<file path="src/rtl/spi_header_serializer.sv">
// ============================================================================
// Module   : spi_header_serializer
// Purpose  : Shifts a 6-bit header plus DWL-bit payload out MSB-first, one bit
//            per iBIT_EN strobe. Optional even-parity trailer: SPI_TX_PARITY_EN.
// Revision : 1.0
// ============================================================================
`default_nettype none

module spi_header_serializer #(
    parameter int DWL = 16,
    parameter int CWL = 5
) (
    input  logic           iCLK,
    input  logic           iRSTn,
    input  logic           iCLR,
    input  logic           iSTART,
    input  logic [5:0]     iHEADER,
    input  logic [DWL-1:0] iDATA,
    input  logic           iBIT_EN,
    output logic           oMOSI,
    output logic           oBIT_VALID,
    output logic           oREADY,
    output logic           oBUSY,
    output logic           oHEADER_DONE,
    output logic           oDONE
);

    localparam int FW = 6 + DWL;

    localparam logic [1:0] S_IDLE    = 2'd0;
    localparam logic [1:0] S_HEADER  = 2'd1;
    localparam logic [1:0] S_PAYLOAD = 2'd2;
`ifdef SPI_TX_PARITY_EN
    localparam logic [1:0] S_PARITY  = 2'd3;
`endif

    localparam logic [CWL-1:0] C_HDR_LAST = CWL'(5);
    localparam logic [CWL-1:0] C_PAY_LAST = CWL'(DWL - 1);

    logic [1:0]     state_q, state_d;
    logic [FW-1:0]  sr_q, sr_d;
    logic [CWL-1:0] cnt_q, cnt_d;
    logic           busy;
    logic           strobe;
    logic           hdr_done;
    logic           done;
`ifdef SPI_TX_PARITY_EN
    logic           parity_q, parity_d;
`endif

    assign busy   = (state_q != S_IDLE);
    assign strobe = iBIT_EN & busy;

    always_comb begin
        state_d  = state_q;
        sr_d     = sr_q;
        cnt_d    = cnt_q;
        hdr_done = 1'b0;
        done     = 1'b0;
`ifdef SPI_TX_PARITY_EN
        parity_d = parity_q;
`endif
        case (state_q)
            S_IDLE: begin
                if (iSTART) begin
                    sr_d    = {iHEADER, iDATA};
                    cnt_d   = '0;
                    state_d = S_HEADER;
`ifdef SPI_TX_PARITY_EN
                    parity_d = ^{iHEADER, iDATA};
`endif
                end
            end
            S_HEADER: begin
                if (strobe) begin
                    sr_d = {sr_q[FW-2:0], 1'b0};
                    if (cnt_q == C_HDR_LAST) begin
                        hdr_done = 1'b1;
                        cnt_d    = '0;
                        state_d  = S_PAYLOAD;
                    end else begin
                        cnt_d = cnt_q + 1'b1;
                    end
                end
            end
            S_PAYLOAD: begin
                if (strobe) begin
                    sr_d = {sr_q[FW-2:0], 1'b0};
                    if (cnt_q == C_PAY_LAST) begin
                        cnt_d = '0;
`ifdef SPI_TX_PARITY_EN
                        state_d = S_PARITY;
`else
                        done    = 1'b1;
                        state_d = S_IDLE;
`endif
                    end else begin
                        cnt_d = cnt_q + 1'b1;
                    end
                end
            end
`ifdef SPI_TX_PARITY_EN
            S_PARITY: begin
                if (strobe) begin
                    done    = 1'b1;
                    state_d = S_IDLE;
                end
            end
`endif
            default: state_d = S_IDLE;
        endcase

        // Clear abandons any partial frame and suppresses its completion pulses.
        if (iCLR) begin
            state_d  = S_IDLE;
            sr_d     = '0;
            cnt_d    = '0;
            hdr_done = 1'b0;
            done     = 1'b0;
`ifdef SPI_TX_PARITY_EN
            parity_d = 1'b0;
`endif
        end
    end

    always_ff @(posedge iCLK) begin
        if (!iRSTn) begin
            state_q <= S_IDLE;
            sr_q    <= '0;
            cnt_q   <= '0;
`ifdef SPI_TX_PARITY_EN
            parity_q <= 1'b0;
`endif
        end else begin
            state_q <= state_d;
            sr_q    <= sr_d;
            cnt_q   <= cnt_d;
`ifdef SPI_TX_PARITY_EN
            parity_q <= parity_d;
`endif
        end
    end

`ifdef SPI_TX_PARITY_EN
    assign oMOSI = (state_q == S_PARITY) ? parity_q : (busy ? sr_q[FW-1] : 1'b0);
`else
    assign oMOSI = busy ? sr_q[FW-1] : 1'b0;
`endif

    assign oBIT_VALID   = strobe & ~iCLR & iRSTn;
    assign oREADY       = ~busy;
    assign oBUSY        = busy;
    assign oHEADER_DONE = hdr_done & iRSTn;
    assign oDONE        = done & iRSTn;

endmodule

`default_nettype wire
</file>
<file path="config.mk">
export PLATFORM = sky130hd
export DESIGN_NAME = spi_header_serializer
export DESIGN_NICKNAME = d
export VERILOG_FILES = /design/src/rtl/spi_header_serializer.sv
export SDC_FILE = /design/constraint.sdc
export NUM_CORES = 1
export LEC_CHECK = 0
export BUFFER_PORTS_ARGS = -buffer_cell sky130_fd_sc_hd__buf_4
export CAP_MARGIN = 20
export CORE_ASPECT_RATIO = 2
export CORE_UTILIZATION = 51
export CTS_BUF_LIST = sky130_fd_sc_hd__clkbuf_8
export DETAILED_ROUTE_END_ITERATION = 8
export MAX_ROUTING_LAYER = met4
export PLACE_DENSITY = 0.78
export SLEW_MARGIN = 25
export SYNTH_ARGS = -nofsm -noshare
export SYNTH_HDL_FRONTEND = slang
export SYNTH_SLANG_ARGS = --single-unit
</file>
<file path="constraint.sdc">
create_clock -name iCLK -period 1.5 [get_ports iCLK]
set_input_delay 0.15 -clock iCLK [delete_from_list [all_inputs] [get_ports iCLK]]
set_output_delay 0.15 -clock iCLK [all_outputs]
set_load 0.05 [all_outputs]
</file>
==> After elaboration in Yosys (flattened, before gate mapping) <==
Index checks and enable logic that the tools add are counted.
{ "word_totals": {"input_bits": 27, "register_bits": 29} }
{ "classes": {"eq_ne": 10, "add_sub_neg": 1, "mux": 24, "bitwise_logic": 8, "n_reduce_logical": 9} }
{ "op_table": {"columns": ["operator", "n"], "rows": [
  ["$mux W22", 2],
  ["$pmux W22 S2", 1],
  ["$mux W5", 5],
  ["$pmux W5 S3", 1],
  ["$mux W2", 5],
  ["$ne A2 B2 Y1 const B", 5],
  ["$mux W1", 9],
  ["$pmux W2 S3", 1],
  ["$add A5 B1 Y5 const B", 1],
  ["$and A1 B1 Y1", 5],
  ["$eq A5 B3 Y1 const B", 1],
  ["$eq A5 B4 Y1 const B", 1],
  ["$reduce_and A5 Y1", 1],
  ["$reduce_and A4 Y1", 1],
  ["$reduce_bool A2 Y1", 2],
  ["$reduce_or A2 Y1", 2],
  ["$not A1 Y1", 3],
  ["$reduce_and A3 Y1", 1],
  ["$reduce_bool A3 Y1", 1],
  ["$eq A2 B1 Y1 const B", 1],
  ["$eq A2 B2 Y1 const B", 1],
  ["$logic_not A2 Y1", 1],
  ["$ne A2 B1 Y1 const B", 1]
]} }

==> Longest topological paths before layout <==
Gate-level depths: netlist (run 1).
{ "logic_depth": {"word_depth": 6, "mapped_depth": 8} }

==> Worst setup path after synthesis (run 1) <==
No wires, ideal clock.
{ "synth_path": {"kind": "register -> output", "startpoint": "reg state_q[0]", "endpoint": "out oDONE", "arrival_ps": 2161, "slack_ps": -811, "required_time_ps": 1350, "path_buffers": 1, "path_stages_with_launch": 5, "path_cell_list": "dfxtp_1 inv_1 ha_1 buf_2 nor3_1"} }
{ "synth_via": {"elab_chain_len": 6, "elab_cells_between_ends": 7, "cone_classes": "eq/ne: 1; mux: 3; bitwise: 2; reduce/logical: 1"} }
{ "synth_rtl": {"columns": ["item", "line_no", "text"], "rows": [
  ["start, declared", "40", "logic [1:0] state_q, state_d;"],
  ["start signal, assigned", "135", "state_q <= state_d;"],
  ["$reduce_bool A2 Y1", "51", "assign busy = (state_q != S_IDLE);"],
  ["$and A1 B1 Y1", "52", "assign strobe = iBIT_EN & busy;"],
  ["$mux W1", "87", "if (strobe) begin"],
  ["$mux W1 *", "63", "case (state_q)"],
  ["$mux W1 *", "114", "if (iCLR) begin"],
  ["$and A1 B1 Y1 *", "154", "assign oDONE = done & iRSTn;"],
  ["end, declared", "25", "output logic oDONE"]
]} }
Mark *: on every way between the ends. The rest lies on a longest branch, timed or not.

==> Final worst setup path (run 1) <==
{ "layout_path": {"startpoint": "reg cnt_q[1]", "endpoint": "out oDONE"} }
{ "layout_via": {"elab_chain_len": 6} }
{ "layout_rtl": {"columns": ["item", "line_no", "text"], "rows": [
  ["start, declared", "42", "logic [CWL-1:0] cnt_q, cnt_d;"],
  ["start signal, assigned", "137", "cnt_q <= cnt_d;"],
  ["$eq A5 B4 Y1", "89", "if (cnt_q == C_PAY_LAST) begin"],
  ["$mux W1", "89", null],
  ["$mux W1", "87", null],
  ["$mux W1", "63", null],
  ["$mux W1", "114", null],
  ["$and A1 B1 Y1", "154", null]
]} }
No other way between the ends.

==> flow_summary.toml, run 1 <==
[die]
ios = 33
die_w_microns = 42.5
start_util_pct = 53.0
fp.coreArea_sq_mm = 0.00316
die-area_sq_mm = 0.00352
num_rows = 29
fp.dieH_microns = 83.0

[yosys]
netlist_instances = 168
synth.area.top_cells = "dfxtp_1 35%, a211oi_2 14%, mux2i_1 14%"
netlist_area_sq_mm = 0.00167
post_synth.cell_area_avg_sq_um = 9.95
synth_cell_types = 37
synth_area_leader_cell = "dfxtp_1"
ys_warn_count = 0
synth-edff-count = 0
synth_top_cell_area_share_pct = 34.7
synth-seq-cells = 29
seq_area_frac_synth_pct = 34.7
ys.flop_type = "dfxtp_1"
synthArstFlopShare_pct = 0
synth_nets = 203

[clock_network]
postCtsHoldBufs = 0
clk_latency_ps = 280
clock_tree.buffer_depth = 2
cts_tree = "built"
htreeDepth = 2
cts-root-buf = "clkbuf_8"
clk_pin_slew_worst_paths_ps = 70
cts_buffers = 5
clock-sinks = 29

[worst_setup_path]
critPathArrivalTime_ps = 1600
critPathRequiredTime_ps = 1350
cp_max_fo = 2
start_kind = "flop"
r2r_setup_slack_ps = -230
worst_setup_path_end_kind = "output port"
crit_type = "flop to output port"

[grt]
grt_max_degree = 23
grt_first_pass_wirelength_microns = 6350
first_global_vias = 1510
antenna_found_initial = 0
track_usage_pct = 23.9
globalRoute.totalOverflow = 0

[outcome]
status = "finished with violations"
failed_checks = "negative setup slack"

[pwr]
peakVddDrop_v = 0.000769
powerDensity_mw_per_mm2 = 909
leakage_nw = 1.02
power_w = 0.00239

[sta]
finalSetupViolCount = 25
fin_crit_ps = 1750
tightest_slew_ps = 355
skew_ps = 7.19
fin_ws_ps = -252
fmax_ghz = 0.571
rsz0062_at_grt = "true"
drv_slew = 0
finalCritPeriodShare_pct = 117
report.final.hold_viol_count = 0
relSlewSlack_pct = 76.4

[finish]
area_growth_pct = 57.2
n_antenna_cell = 0
ff_latch_area_sq_um = 586
mostFrequentLayoutCell = "buf_4"
fill_cells = 171
multi_input_area_sq_mm = 0.00120
final_cell_area_sq_mm = 0.00263
fin_nets = 265
drive_gt1_share_pct = 64.1
final_cell_mix = "51 x buf_4, 25 x dfxtp_1, 20 x a211oi_2"

[detailed_routing]
drt-total-wl_microns = 4990
wl_per_cell_microns = 19.0
routed_via_density = 5.84
postRouteAntennaNets = 0
via_count = 1530
route.detailed.drc = 0
drt-initial-drc-count = 33
dr.pass1.iters = 4

[placement]
placed_area_sq_mm = 0.00208
portBuffers = 32
finalWeightedCongestion = 0.800
hpwl_microns = 2640

[job]
cap_viol_max_count = 0

[worst_hold_path]
hold_path.class = "primary input to flop"
stage by stage:
stage	hold slack (ps)	setup WS, ps	std cells	setup TNS (ps)	utilization (%)
3_3_place_gp	477	-85.1	240	-1080	65.8
2_1_floorplan	375	-48.4	168	-1010	-
3_5_place_dp	501	-140	240	-2640	65.8
4_1_cts	225	-226	252	-1280	74.1
6_report	239	-252	262	-1970	83.2
5_1_grt	256	-309	262	-3490	83.2
power by group:
part | leakage, nW | internal, W | switching [W]
combinational | 0.722 | 0.000356 | 0.000339
sequential | 0.238 | 0.000810 | 0.0000306
clock | 0.0574 | 0.000540 | 0.000314
total | 1.02 | 0.00170 | 0.000683
synth_stat cells, types with 2 or more instances:
master	n
buf_2	5
nor2b_1	5
a211oi_1	2
dfxtp_1	29
o21ai_0	2
nor2_1	23
ha_1	8
o22ai_1	3
nand3_1	6
inv_1	8
mux2i_1	23
a21oi_1	2
a211oi_2	19
nand2b_1	3
nand2_1	4
buf_6	2
buf_4	3
nand3b_1	2
area by class of cell:
cell class                      count  area share (%)
Multi-Input combinational cell    120            45.6
Timing Repair Buffer               66            24.6
Sequential cell                    29            22.3
Clock buffer                        6            3.14
Tap cell                           31            1.48
Clock inverter                      2            1.43
Inverter                            8            1.43
sequential cells by signal (all words and copies together) (netlist names):
signal / count
sr_q: 22
state_q: 2
cnt_q: 5
critical path, stage by stage (launching register included):
cell     delay [ps]
dfxtp_2         360
ha_4            140
nand3_2          90
inv_1            70
ha_2            170
buf_6           100
nand2_4          40
nor3_4          180
buf_6           180
kinds of logic (layout without fill, tap and decap cells):
family	count (synthesis)	in the layout	synth area share [%]
buf+inv	19	82	6.29
simple gates	52	52	16.7
fa+ha+maj	8	8	5.99
xor+xnor	1	1	0.524
flops	29	29	34.7
compound gates	36	36	22.0
mux	23	23	13.8
what timing repair did:
item                       CTS  global route
pin swaps                    3            24
buffers inserted             3             8
setup endpoints to repair   32            31
gates resized for setup     26            44
gates cloned                 1             4
worst paths after layout:
check                        start                       to  cells after the start
max          cnt_q[1]$_SDFFE_PP0P_                    oDONE                      8
max reg2reg  cnt_q[1]$_SDFFE_PP0P_  state_q[0]$_SDFFE_PP0P_                      9
min reg2reg   sr_q[5]$_SDFFE_PP0P_     sr_q[5]$_SDFFE_PP0P_                      2
min                       iDATA[8]     sr_q[8]$_SDFFE_PP0P_                      3
metal layers:
layer | vias up | wire length, microns | track usage [%]
li1 | 727 | - | -
met1 | 749 | 1820 | 21.8
met2 | 45 | 2930 | 46.2
met3 | 9 | 155 | 4.35
met4 | 0 | 81 | 8.24
met5 | - | 0 | -
No activity file was read; power rests on OpenSTA's default activity.
==> inputs of run 2 (changes only) <==
Settings changed: MAX_ROUTING_LAYER met4 to unset.
==> flow_summary.toml, run 2 (synthesized netlist as in run 1, its figures left out) <==
[grt]
grt_max_degree = 23
track_usage_pct = 23.3
globalRoute.totalOverflow = 0
grt_first_pass_wirelength_microns = 6350
antenna_found_initial = 0
first_global_vias = 1505

[sta]
fmax_ghz = 0.571
relSlewSlack_pct = 76.9
skew_ps = 6.58
drv_slew = 0
tns_ps = -1990
tightest_slew_ps = 346
finalSetupViolCount = 27
fin_ws_ps = -253
rsz0062_at_grt = "true"
fin_crit_ps = 1750
finalCritPeriodShare_pct = 117
report.final.hold_viol_count = 0

[worst_setup_path]
critPathArrivalTime_ps = 1600
path_delay_family = "flip-flops"
cp_cell_sequence = "ha_4 > nand3_2 > inv_1 > ha_2 > buf_6 > nand2_4 > nor3_4 > buf_6"
start_kind = "flop"
worst_setup_path_end_kind = "output port"
cp_slowest_cell = "dfxtp_2"
crit_buf_inv = 3
crit_path_max_incr_delay_ps = 360
crit_type = "flop to output port"
critPathRequiredTime_ps = 1350
r2r_setup_slack_ps = -230
cp_max_fo = 2
cp_common_cell = "buf_6"

[clock_network]
postCtsHoldBufs = 0
clk_pin_slew_worst_paths_ps = 70
cts_tree = "built"
clock-sinks = 29
clk_latency_ps = 280
clock_tree.buffer_depth = 2
htreeDepth = 2
cts-root-buf = "clkbuf_8"
cts_buffers = 5

[finish]
n_antenna_cell = 0
area_growth_pct = 57.2
stdcell_count = 262
drive_gt1_share_pct = 64.1
fill_cells = 169
final_cell_area_sq_mm = 0.00263
fin_nets = 265
final_cell_mix = "51 x buf_4, 25 x dfxtp_1, 20 x a211oi_2"
largest_register = "sr_q"
largest_reg_flops = 22
layout_top_registers = "sr_q x22, cnt_q x5, state_q x2"
mostFrequentLayoutCell = "buf_4"

[pwr]
clock_power_share_pct = 35.7
power.combinational.fraction_pct = 29.1
internal-power_w = 0.00170
peakVddDrop_v = 0.000761
p_seq_share_pct = 35.2
leakage_nw = 1.02
powerDensity_mw_per_mm2 = 907
power.switching_w = 0.000680
switching_share_pct = 28.5

[placement]
place_inst = 240
finalWeightedCongestion = 0.789
hpwl_microns = 2640
portBuffers = 32
placed_area_sq_mm = 0.00208
dp_slack_ps = -140

[detailed_routing]
dr.pass1.iters = 4
postRouteAntennaNets = 0
route.detailed.drc = 0
drt-total-wl_microns = 4950
wl_per_cell_microns = 18.9
via_count = 1537
drt-initial-drc-count = 42
routed_via_density = 5.87

[outcome]
failed_checks = "negative setup slack"
status = "finished with violations"

[die]
ios = 33
fp.dieH_microns = 83.0
die-area_sq_mm = 0.00352
start_util_pct = 53.0
num_rows = 29
die_w_microns = 42.5
fp.coreArea_sq_mm = 0.00316

[job]
cap_viol_max_count = 0

[worst_hold_path]
hold_path.class = "primary input to flop"
[run 2: cell counts in the layout (fill, tap and decap cells not counted)]
Identical to the previous run, type by type.
[run 2: power groups by stage]
stage               clock network (W)  registers (W)  logic (W)
finish                       0.000851       0.000840   0.000694
global route                 0.000882       0.000842   0.000731
CTS                          0.000850       0.000830   0.000537
detailed placement                  0       0.000846   0.000479
global placement                    0       0.000844   0.000464
floorplan                           0       0.000841   0.000357
[run 2: timing repair]
action                     CTS  global route
pin swaps                    3            24
buffers inserted             3             8
gates resized for setup     26            44
gates cloned                 1             4
setup endpoints to repair   32            31
[run 2: worst paths after layout]
kind | start | endpoint | depth (start not counted)
setup / recovery | cnt_q[1]$_SDFFE_PP0P_ | oDONE | 8
hold / removal | iDATA[9] | sr_q[9]$_SDFFE_PP0P_ | 3
setup reg to reg | cnt_q[1]$_SDFFE_PP0P_ | state_q[0]$_SDFFE_PP0P_ | 9
hold reg to reg | sr_q[20]$_SDFFE_PP0P_ | sr_q[20]$_SDFFE_PP0P_ | 2
[run 2: layout make-up]
cell class	count	area, sq um	area share [%]
multi-input combinational	120	1200	45.6
tap	31	38.8	1.48
inverter	8	37.5	1.43
timing repair buffer	66	647	24.6
sequential	29	586	22.3
clock inverter	2	37.5	1.43
clock buffer	6	82.6	3.14
[run 2: routing by layer]
| metal | GRT usage (%) | routed length [microns] | vias up |
|---|---|---|---|
| met5 | 0 | 0 | - |
| met3 | 4.35 | 175 | 11 |
| met4 | 8.24 | 100 | 0 |
| met1 | 22.2 | 1760 | 744 |
| li1 | - | - | 727 |
| met2 | 45.9 | 2920 | 55 |
[run 2: per-stage QoR]
step | total power (W) | hold slack [ps] | utilization [%]
detailed placement | 0.00133 | 501 | 65.8
CTS | 0.00222 | 225 | 74.1
floorplan | 0.00120 | 375 | -
finish | 0.00238 | 238 | 83.2
global route | 0.00246 | 257 | 83.2
global placement | 0.00131 | 477 | 65.8
[run 2: tightest hold or removal path, stage by stage]
cell	delay, ps
buf_4	110
mux2i_1	140
a211oi_2	80
==> inputs of run 3 (changes only) <==
--- a/config.mk
+++ b/config.mk
@@ -13,5 +13,5 @@
 export DETAILED_ROUTE_END_ITERATION = 8
 export PLACE_DENSITY = 0.78
-export SLEW_MARGIN = 25
+export SLEW_MARGIN = 10
 export SYNTH_ARGS = -nofsm -noshare
 export SYNTH_HDL_FRONTEND = slang
==> constraint.sdc (replaced) <==
create_clock -name iCLK -period 1.5 [get_ports iCLK]
set_input_delay 0.3 -clock iCLK [delete_from_list [all_inputs] [get_ports iCLK]]
set_output_delay 0.3 -clock iCLK [all_outputs]
set_load 0.05 [all_outputs]
==> flow_summary.toml, run 3 (synthesized netlist as in run 1, its figures left out) <==
[outcome]
status = "finished with violations"
failed_checks = "design-rule violations, negative setup slack"

[detailed_routing]
wl_per_cell_microns = 25.2
drt-initial-drc-count = 47
drt-total-wl_microns = 6800
via_count = 1708
postRouteAntennaNets = 0
route.detailed.drc = 2
routed_via_density = 6.33
dr.pass1.iters = 6

[clock_network]
clk_latency_ps = 310
cts_buffers = 5
htreeDepth = 2
cts_tree = "built"
clk_pin_slew_worst_paths_ps = 80
clock-sinks = 29
cts-root-buf = "clkbuf_8"
clock_tree.buffer_depth = 2

[sta]
skew_ps = 7.61
drv_slew = 0
finalSetupViolCount = 35
fin_crit_ps = 1820
tns_ps = -6790
report.final.hold_viol_count = 0
tightest_slew_ps = 377
fmax_ghz = 0.548
finalCritPeriodShare_pct = 122
rsz0062_at_grt = "true"
fin_ws_ps = -325
whs_ps = 368
relSlewSlack_pct = 74.9

[die]
die_w_microns = 42.5
fp.dieH_microns = 83.0
start_util_pct = 53.0
ios = 33
num_rows = 29
fp.coreArea_sq_mm = 0.00316
die-area_sq_mm = 0.00352

[grt]
antenna_found_initial = 0
first_global_vias = 1897
grt_max_degree = 24
globalRoute.totalOverflow = 0
grt_first_pass_wirelength_microns = 9630
track_usage_pct = 37.3

[finish]
largest_register = "sr_q"
ff_latch_area_sq_um = 591
drive_gt1_share_pct = 68.2
fill_cells = 107
multi_input_area_sq_mm = 0.00129
final_cell_mix = "43 x buf_4, 25 x dfxtp_1, 21 x a211oi_2"
area_growth_pct = 72.9
final_core_util_pct = 91.6
largest_reg_flops = 22
mostFrequentLayoutCell = "buf_4"
fin_nets = 273
layout_top_registers = "sr_q x22, cnt_q x5, state_q x2"
n_antenna_cell = 0

[worst_hold_path]
hold_path.class = "primary input to flop"
whs_path_depth = 3

[worst_setup_path]
critPathRequiredTime_ps = 1200
cp_max_fo = 3
critPathArrivalTime_ps = 1520
r2r_cells = 9
start_kind = "flop"
worst_setup_path_end_kind = "output port"
crit_type = "flop to output port"
r2r_setup_slack_ps = -290

[pwr]
power_w = 0.00266
powerDensity_mw_per_mm2 = 919
leakage_nw = 1.11
peakVddDrop_v = 0.00111

[placement]
dp_slack_ps = -184
portBuffers = 32
hpwl_microns = 2930
finalWeightedCongestion = 0.759

[job]
cap_viol_max_count = 0
run 3: cell count changes in the layout (fill, tap and decap cells not counted), moves of 4 or more:
cell and delta:
buf_6 +9, nor2_4 +9, buf_4 -8, nor2_1 -5, buf_8 +4, nor2_2 -4
run 3: cell type report:
type / instances / share of cell area [%]
Clock buffer: 6 / 2.86
Clock inverter: 2 / 1.30
Inverter: 8 / 1.30
Multi-Input combinational cell: 120 / 44.5
Sequential cell: 29 / 20.4
Tap cell: 31 / 1.34
Timing Repair Buffer: 74 / 28.2
run 3: final timing paths:
path	startpoint	to
setup / recovery	state_q[1]$_SDFFE_PP0P_	oDONE
hold / removal	iDATA[8]	sr_q[8]$_SDFFE_PP0P_
setup reg to reg	state_q[1]$_SDFFE_PP0P_	sr_q[17]$_SDFFE_PP0P_
hold reg to reg	sr_q[16]$_SDFFE_PP0P_	sr_q[16]$_SDFFE_PP0P_
run 3: per-layer routing:
layer / vias up / track usage, % / share of wire, %
met4: 0 / 21.6 / 7.2
met3: 37 / 8.26 / 4.4
li1: 745 / - / -
met5: - / 0 / 0
met2: 85 / 69.5 / 55
met1: 841 / 34.8 / 33
run 3: what timing repair did:
item	4_1_cts	5_1_grt
endpoints found under the hold margin	0	0
setup buffers	13	4
cloned	7	0
endpoints found under the setup margin	32	35
gates resized for setup	65	40
hold buffers	0	0
pin swaps	17	14
run 3: power by group:
part | total [W] | internal (W) | switching [W]
logic | 0.000902 | 0.000475 | 0.000427
registers | 0.000847 | 0.000806 | 0.0000413
clock network | 0.000908 | 0.000540 | 0.000368
total | 0.00266 | 0.00182 | 0.000836
run 3: worst max-delay path: stages, from the launching register on:
cell and delay (ps):
dfxtp_2 370, inv_4 60, buf_6 120, ha_4 170, buf_12 130, nor3_4 190
buf_6 180
run 3: metrics by stage:
stage                     cell area, sq um  std cells
after floorplan                       1760        168
after global placement                2140        242
after detailed placement              2140        242
after CTS                             2800        270
after global routing                  2890        270
final                                 2890        270
